<file path="config.mk">
export PLATFORM = sky130hd
export DESIGN_NAME = tinyqv_registers
export DESIGN_NICKNAME = d
export VERILOG_FILES = /design/src/rtl/tinyqv_registers.sv
export SDC_FILE = /design/constraint.sdc
export NUM_CORES = 1
export LEC_CHECK = 0
export CAP_MARGIN = 20
export CORE_MARGIN = 4
export CORE_UTILIZATION = 55
export CTS_CLUSTER_DIAMETER = 200
export CTS_CLUSTER_SIZE = 28
export DETAILED_ROUTE_END_ITERATION = 6
export PLACE_DENSITY = 0.72
export REMOVE_ABC_BUFFERS = 1
export SYNTH_ARGS = -nofsm -noshare
export SYNTH_HDL_FRONTEND = slang
export SYNTH_SLANG_ARGS = --single-unit
export TNS_END_PERCENT = 100
</file>
<file path="constraint.sdc">
create_clock -name clk -period 3.5 [get_ports clk]
set_clock_uncertainty 0.1 [all_clocks]
set_input_delay 0.35 -clock clk [delete_from_list [all_inputs] [get_ports clk]]
set_output_delay 0.35 -clock clk [all_outputs]
set_load 0.05 [all_outputs]
</file>
<file path="src/rtl/tinyqv_registers.sv">
// Nibble-serial RV32E register file: two combinational nibble read ports, one
// nibble write port, x0/x3/x4 hardwired, and x1[23:1] exposed for fast returns.
module tinyqv_registers #(
  parameter int XLEN          = 32,
  parameter int NUM_REGS      = 16,
  parameter int REG_ADDR_BITS = 4,
  localparam int CNT_BITS     = $clog2(XLEN / 4)
) (
  input  logic                     clk,
  input  logic                     rstn,
  input  logic                     wr_en,
  input  logic [CNT_BITS-1:0]      counter,
  input  logic [REG_ADDR_BITS-1:0] rs1,
  input  logic [REG_ADDR_BITS-1:0] rs2,
  input  logic [REG_ADDR_BITS-1:0] rd,
  output logic [3:0]               data_rs1,
  output logic [3:0]               data_rs2,
  input  logic [3:0]               data_rd,
  output logic [23:1]              return_addr
);

  localparam logic [XLEN-1:0] GP_VALUE = XLEN'(32'h0100_0400);
  localparam logic [XLEN-1:0] TP_VALUE = XLEN'(32'h0800_0000);

  logic [XLEN-1:0]       reg_view [NUM_REGS];
  logic [CNT_BITS+1:0]   nib_base;

  assign nib_base = {counter, 2'b00};

  genvar gi;
  generate
    for (gi = 0; gi < NUM_REGS; gi++) begin : g_reg
      if (gi == 0) begin : g_zero
        assign reg_view[gi] = '0;
      end else if (gi == 3) begin : g_gp
        assign reg_view[gi] = GP_VALUE;
      end else if (gi == 4) begin : g_tp
        assign reg_view[gi] = TP_VALUE;
      end else begin : g_rw
        logic [XLEN-1:0] reg_q;
        logic [XLEN-1:0] reg_d;

        always_comb begin
          reg_d = reg_q;
          if (wr_en && (rd == REG_ADDR_BITS'(gi))) begin
            reg_d[nib_base +: 4] = data_rd;
          end
        end

        // Contents are deliberately left unreset; rstn only gates the write,
        // so a write coinciding with reset is dropped and old nibbles survive.
        always_ff @(posedge clk) begin
          if (rstn) begin
            reg_q <= reg_d;
          end
        end

        assign reg_view[gi] = reg_q;
      end
    end
  endgenerate

  assign data_rs1    = reg_view[rs1][nib_base +: 4];
  assign data_rs2    = reg_view[rs2][nib_base +: 4];
  assign return_addr = reg_view[1][23:1];

endmodule

</file>
==> results of run 1 <==
metrics by stage:
stage / instances / setup slack (ns) / hold WS (ns) / utilization [%]
floorplan: 1424 / 0.710 / 0.622 / -
global placement: 2128 / 0.182 / 1.18 / 60.3
detailed placement: 2128 / 0.130 / 1.20 / 60.3
CTS: 2148 / 0.110 / 0.632 / 61.6
global route: 2148 / 0.00431 / 0.646 / 61.6
finish: 2148 / 0.120 / 0.632 / 61.6
power by group:
group,total (mW),switching (mW),internal [mW]
Clock,2.54,1.49,1.05
Sequential,5.45,0.00468,5.45
Combinational,1.09,0.695,0.398
Total,9.09,2.19,6.90
cell usage in the layout, fill, tap and decap left out, drive strengths merged, types with 15 or more instances in the layout:
| cell type | instances |
|---|---|
| edfxtp | 416 |
| o221ai | 15 |
| clkdlybuf4s50 | 38 |
| nand2b | 21 |
| mux2 | 31 |
| mux2i | 124 |
| a21oi | 80 |
| nand2 | 115 |
| clkbuf | 19 |
| buf | 155 |
| o22ai | 16 |
| o21ai | 86 |
| nor3 | 19 |
| nor2 | 217 |
| mux4 | 110 |
worst max-delay path by stage:
| stage | from | end | slack, ns | cells after the start |
|---|---|---|---|---|
| 5_1_grt | g_reg[15].g_rw.reg_q[3] | data_rs2[3] | 0.004 | 8 |
| 2_1_floorplan | rs1[1] | data_rs1[3] | 0.71 | 5 |
| 4_1_cts | counter[1] | data_rs2[0] | 0.11 | 9 |
| 3_3_place_gp | counter[1] | data_rs2[0] | 0.18 | 9 |
| 3_5_place_dp | counter[1] | data_rs2[0] | 0.13 | 9 |
| 6_report | rs1[3] | data_rs1[3] | 0.12 | 9 |
kinds of logic (layout without fill, tap and decap cells):
kind of cell	after synthesis	after routing	synth area share, %
simple gates	441	441	8.97
flops	416	416	59.0
compound gates	282	282	8.38
mux	265	265	19.3
buf+inv	153	227	4.03
fa+ha+maj	6	6	0.355
layout make-up:
class	instances	area, µm²
fillers	2930	14500
flip-flops and latches	416	12500
inverters	14	52.6
clock inverters	1	30.0
repair buffers	193	1780
multi-input cells	994	7850
well taps	511	639
clock buffers	19	475
routing by layer:
| layer | GRT usage [%] | routed length, µm |
|---|---|---|
| met3 | 7.65 | 8960 |
| met2 | 48.1 | 29900 |
| met1 | 47.0 | 25300 |
| met4 | 11.7 | 3280 |
| met5 | 0 | 0 |
==> run_results.csv, run 1 <==
group,metric,value,unit
placement,port-buffer-count,52,
clocking,cts_tree,"yes",
critical_path,path_class,"input pin to output port",
critical_path,path_cells,"clkdlybuf4s50_1 -> nor2_1 -> nand2_1 -> o311ai_0 -> a211oi_1 -> o21ai_0 -> a32oi_1 -> buf_4 -> buf_12",
synthesis,yosys_warnings,0,
floorplan,die-width,204,µm
synthesis,yosysTopAreaCell,"edfxtp_1",
global_route,grt_pass1_wl,99400,µm
global_route,grt_use_total,32.2,%
routing,drt_pass1_iterations,7,
critical_path,cp_top_family,"buffers and inverters",
status,status,"finished, violations left",
layout,fin_nets,1665,
critical_path,critPathCaptureType,"output port",
floorplan,coreArea,0.0378,mm²
floorplan,die_area,0.0417,mm²
synthesis,synth_most_common_cell,"edfxtp_1",
placement,gp_congestion,1.07,
power_and_ir_drop,p_per_area,390,mW/mm²
synthesis,syn-instance-count,1563,
worst_hold_path,hp-start,"data_rd[0]",
timing,setup_viol,0,
timing,slew_viol_final,0,
critical_path,required,3.05,ns
power_and_ir_drop,power_leakage,6.89,nW
synthesis,syn_area_per_cell,13.5,µm²
clocking,post_cts_buffers,0,
clocking,clockBufferDepth,3,
clocking,cts_repair_resize_count,0,
status,violations,"DRC",
layout,top_register,"g.g_rw.reg_q",
floorplan,rows,71,
worst_hold_path,hp-class,"input pin to register",
floorplan,ios,53,
clocking,hold_buffers,0,
synthesis,synth_edf_count,416,
layout,reg_top3,"g.g_rw.reg_q x416",
timing,finalHoldViolCount,0,
timing,finalCritPeriodShare,96.6,%
synthesis,synth-seq-cells,416,
routing,num_vias,15031,
synthesis,yosysSeqAreaShare,59.0,%
clocking,path_clk_slew,0.11,ns
critical_path,crit_fanout,9,
synthesis,synth_common_cells,"416 x edfxtp_1, 217 x nor2_1, 124 x mux2i_1",
global_route,grt_max_degree,54,
synthesis,yosysUniqueCellTypes,62,
floorplan,die_height,204,µm
worst_hold_path,worstHoldEndpoint,"g_reg[7].g_rw.reg_q[24]",
critical_path,slowest_stage,"nor2_1",
synthesis,synth_ff_type,"edfxtp_1",
critical_path,critPathLaunchType,"input pin",
timing,slew_headroom,32.4,%
routing,wirelength,67400,µm
global_route,grt_overflow,0,
placement,dpl_cell_area,0.0228,mm²
synthesis,async_reset_ff_share,0,%
worst_hold_path,hold_depth,3,
global_route,antenna_found_initial,1,
clocking,cts_sinks,416,
timing,fin_tns_setup,0,ns
layout,drive_gt1_share,19.7,%
timing,max_freq,296,MHz
layout,syn2layout_area_growth,10.2,%
critical_path,cp.arrival,2.93,ns
critical_path,cpPeakStageDelay,0.71,ns
placement,dpl.hpwl,48000,µm
layout,antennaDiodeCount,0,
power_and_ir_drop,power,9.09,mW
routing,detail_route.wl_per_cell,31.4,µm
synthesis,synth_area_leaders,"edfxtp_1 59%, mux4_2 11%, mux2i_1 5.9%, nor2_1 3.8%, nand2_1 2.0%",
synthesis,netlist_area,0.0212,mm²
timing,final.min_clock_period,3.38,ns
synthesis,netlist.area_leader.share,59.0,%
timing,worst_pin_slew,1.01,ns
critical_path,crit_buf_inv,3,
global_route,grt_pass1_vias,14630,
layout,largest_reg_flops,416,
routing,drc,21,
layout,postLayoutCellArea,0.0233,mm²
routing,viasPerCell,7.00,
clocking,cts_max_level,1,
power_and_ir_drop,ir_drop,0.404,mV
floorplan,start_util,55.9,%
clocking,cts_root_buffer,"clkbuf_16",
clocking,cts_buffers,18,
flow_run,maxCapViolations,0,
routing,drt-initial-drc-count,2371,
timing,rsz0062_at_grt,"no",
routing,postRouteAntennaNets,0,
No activity file was read; power rests on OpenSTA's default activity.
==> run 2: changes to the inputs <==
--- a/config.mk
+++ b/config.mk
@@ -5,10 +5,11 @@
 export SDC_FILE = /design/constraint.sdc
 export NUM_CORES = 1
 export LEC_CHECK = 0
+export ABC_CLOCK_PERIOD_IN_PS = 3500
 export CAP_MARGIN = 20
 export CORE_MARGIN = 4
 export CORE_UTILIZATION = 55
-export CTS_CLUSTER_DIAMETER = 200
+export CTS_CLUSTER_DIAMETER = 60
 export CTS_CLUSTER_SIZE = 28
 export DETAILED_ROUTE_END_ITERATION = 6
 export PLACE_DENSITY = 0.72
==> run_results.csv, run 2 (synthesized netlist as in run 1, its figures left out) <==
group,metric,value,unit
status,status,"finished, violations left",
status,violations,"DRC",
routing,drt_pass1_iterations,7,
clocking,cts_max_level,1,
global_route,antenna_found_initial,1,
global_route,grt_use_total,32.3,%
timing,slew_viol_final,0,
floorplan,coreArea,0.0378,mm²
routing,wl_met1,25800,µm
routing,drt-initial-drc-count,2652,
routing,detail_route.wl_per_cell,31.0,µm
routing,wirelength,67500,µm
power_and_ir_drop,ir_drop,0.453,mV
routing,viasPerCell,6.93,
layout,drive_gt1_share,21.1,%
clocking,cts_sinks,416,
timing,finalHoldViolCount,0,
layout,fin_nets,1674,
placement,dpl.hpwl,48000,µm
timing,worst_pin_slew,1.03,ns
clocking,cts_tree,"yes",
routing,drc,5,
layout,syn2layout_area_growth,12.4,%
timing,slew_headroom,30.9,%
timing,final.min_clock_period,3.41,ns
routing,dr_wl_met3,8430,µm
placement,gp_congestion,1.07,
clocking,path_clk_slew,0.10,ns
global_route,grt_pass1_wl,99800,µm
layout,antennaDiodeCount,0,
critical_path,crit_fanout,9,
floorplan,die_height,204,µm
critical_path,critPathCaptureType,"output port",
layout,reg_top3,"g.g_rw.reg_q x416",
routing,wl_met2,29800,µm
layout,layout.cells.non_filler,2178,
layout,top_register,"g.g_rw.reg_q",
timing,finalCritPeriodShare,97.5,%
timing,fin_tns_setup,0,ns
critical_path,critPathLaunchType,"input pin",
layout,final_common_cell,"edfxtp_1",
routing,postRouteAntennaNets,0,
routing,top_layer_used,"met5",
layout,layout_common_cells,"416 x edfxtp_1, 217 x nor2_1, 132 x buf_4",
placement,place_ws,0.130,ns
clocking,clockBufferDepth,3,
placement,port-buffer-count,52,
timing,rsz0062_at_grt,"no",
global_route,grt_pass1_vias,14778,
floorplan,start_util,55.9,%
routing,num_vias,15090,
critical_path,required,3.05,ns
floorplan,rows,71,
floorplan,ios,53,
worst_hold_path,hp-class,"input pin to register",
clocking,post_cts_buffers,0,
timing,max_freq,293,MHz
clocking,cts_root_buffer,"clkbuf_16",
critical_path,path_class,"input pin to output port",
placement,dp.cells,2128,
floorplan,die-width,204,µm
flow_run,maxCapViolations,0,
global_route,grt_overflow,0,
clocking,cts_buffers,27,
critical_path,cp.arrival,2.96,ns
global_route,grt_max_degree,54,
power_and_ir_drop,p_per_area,427,mW/mm²
timing,setup_ws,0.0870,ns
floorplan,die_area,0.0417,mm²
layout,largest_reg_flops,416,
timing,setup_viol,0,
power_and_ir_drop,power_leakage,7.13,nW
-- run 2: cell types whose count changed in the layout (fill, tap and decap cells not counted) --
cell | before | now
clkbuf_16 | 19 | 27
inv_6 | 0 | 6
inv_12 | 0 | 4
clkinv_8 | 0 | 3
inv_16 | 0 | 3
inv_8 | 0 | 3
clkinv_4 | 0 | 2
clkinv_2 | 0 | 1
-- run 2: power by group --
group	internal (mW)	switching (mW)	leakage, nW
clock network	1.65	1.97	0.484
registers	5.45	0.00467	2.93
logic	0.398	0.697	3.71
-- run 2: per-stage QoR --
step | utilization [%] | instance area [µm²] | power, mW | hold WS [ns]
finish | 62.9 | 23800 | 10.2 | 0.583
global route | 62.9 | 23800 | 10.4 | 0.612
CTS | 62.9 | 23800 | 10.1 | 0.583
detailed placement | 60.3 | 22800 | 6.62 | 1.20
global placement | 60.3 | 22800 | 6.61 | 1.18
floorplan | - | 20400 | 5.99 | 0.622
-- run 2: final timing paths --
check,depth (start not counted),startpoint,end
setup / recovery,9,rs1[3],data_rs1[3]
hold / removal,3,data_rd[0],g_reg[9].g_rw.reg_q[24]
-- run 2: cell type report --
type	instances	area [µm²]
fillers	2868	14000
flip-flops and latches	416	12500
multi-input cells	994	7850
repair buffers	193	1780
clock buffers	27	676
well taps	511	639
clock inverters	23	313
inverters	14	52.6
-- run 2: worst max-delay path, cell delays in order --
cell,delay [ns]
clkdlybuf4s50_1,0.70
nor2_1,0.73
nand2_1,0.12
o311ai_0,0.34
a211oi_1,0.14
o21ai_0,0.13
a32oi_1,0.13
buf_4,0.17
buf_12,0.14
-- run 2: metal layers --
| metal | up-vias | GRT usage, % |
|---|---|---|
| met5 | - | 0 |
| met4 | 2 | 12.6 |
| met3 | 217 | 6.59 |
| met2 | 1149 | 48.0 |
| met1 | 7499 | 47.7 |
| li1 | 6223 | - |
-- run 2: what timing repair did --
action                                  CTS  global route
hold buffers                              0             0
endpoints found under the setup margin    0             3
gates resized for setup                   0             1
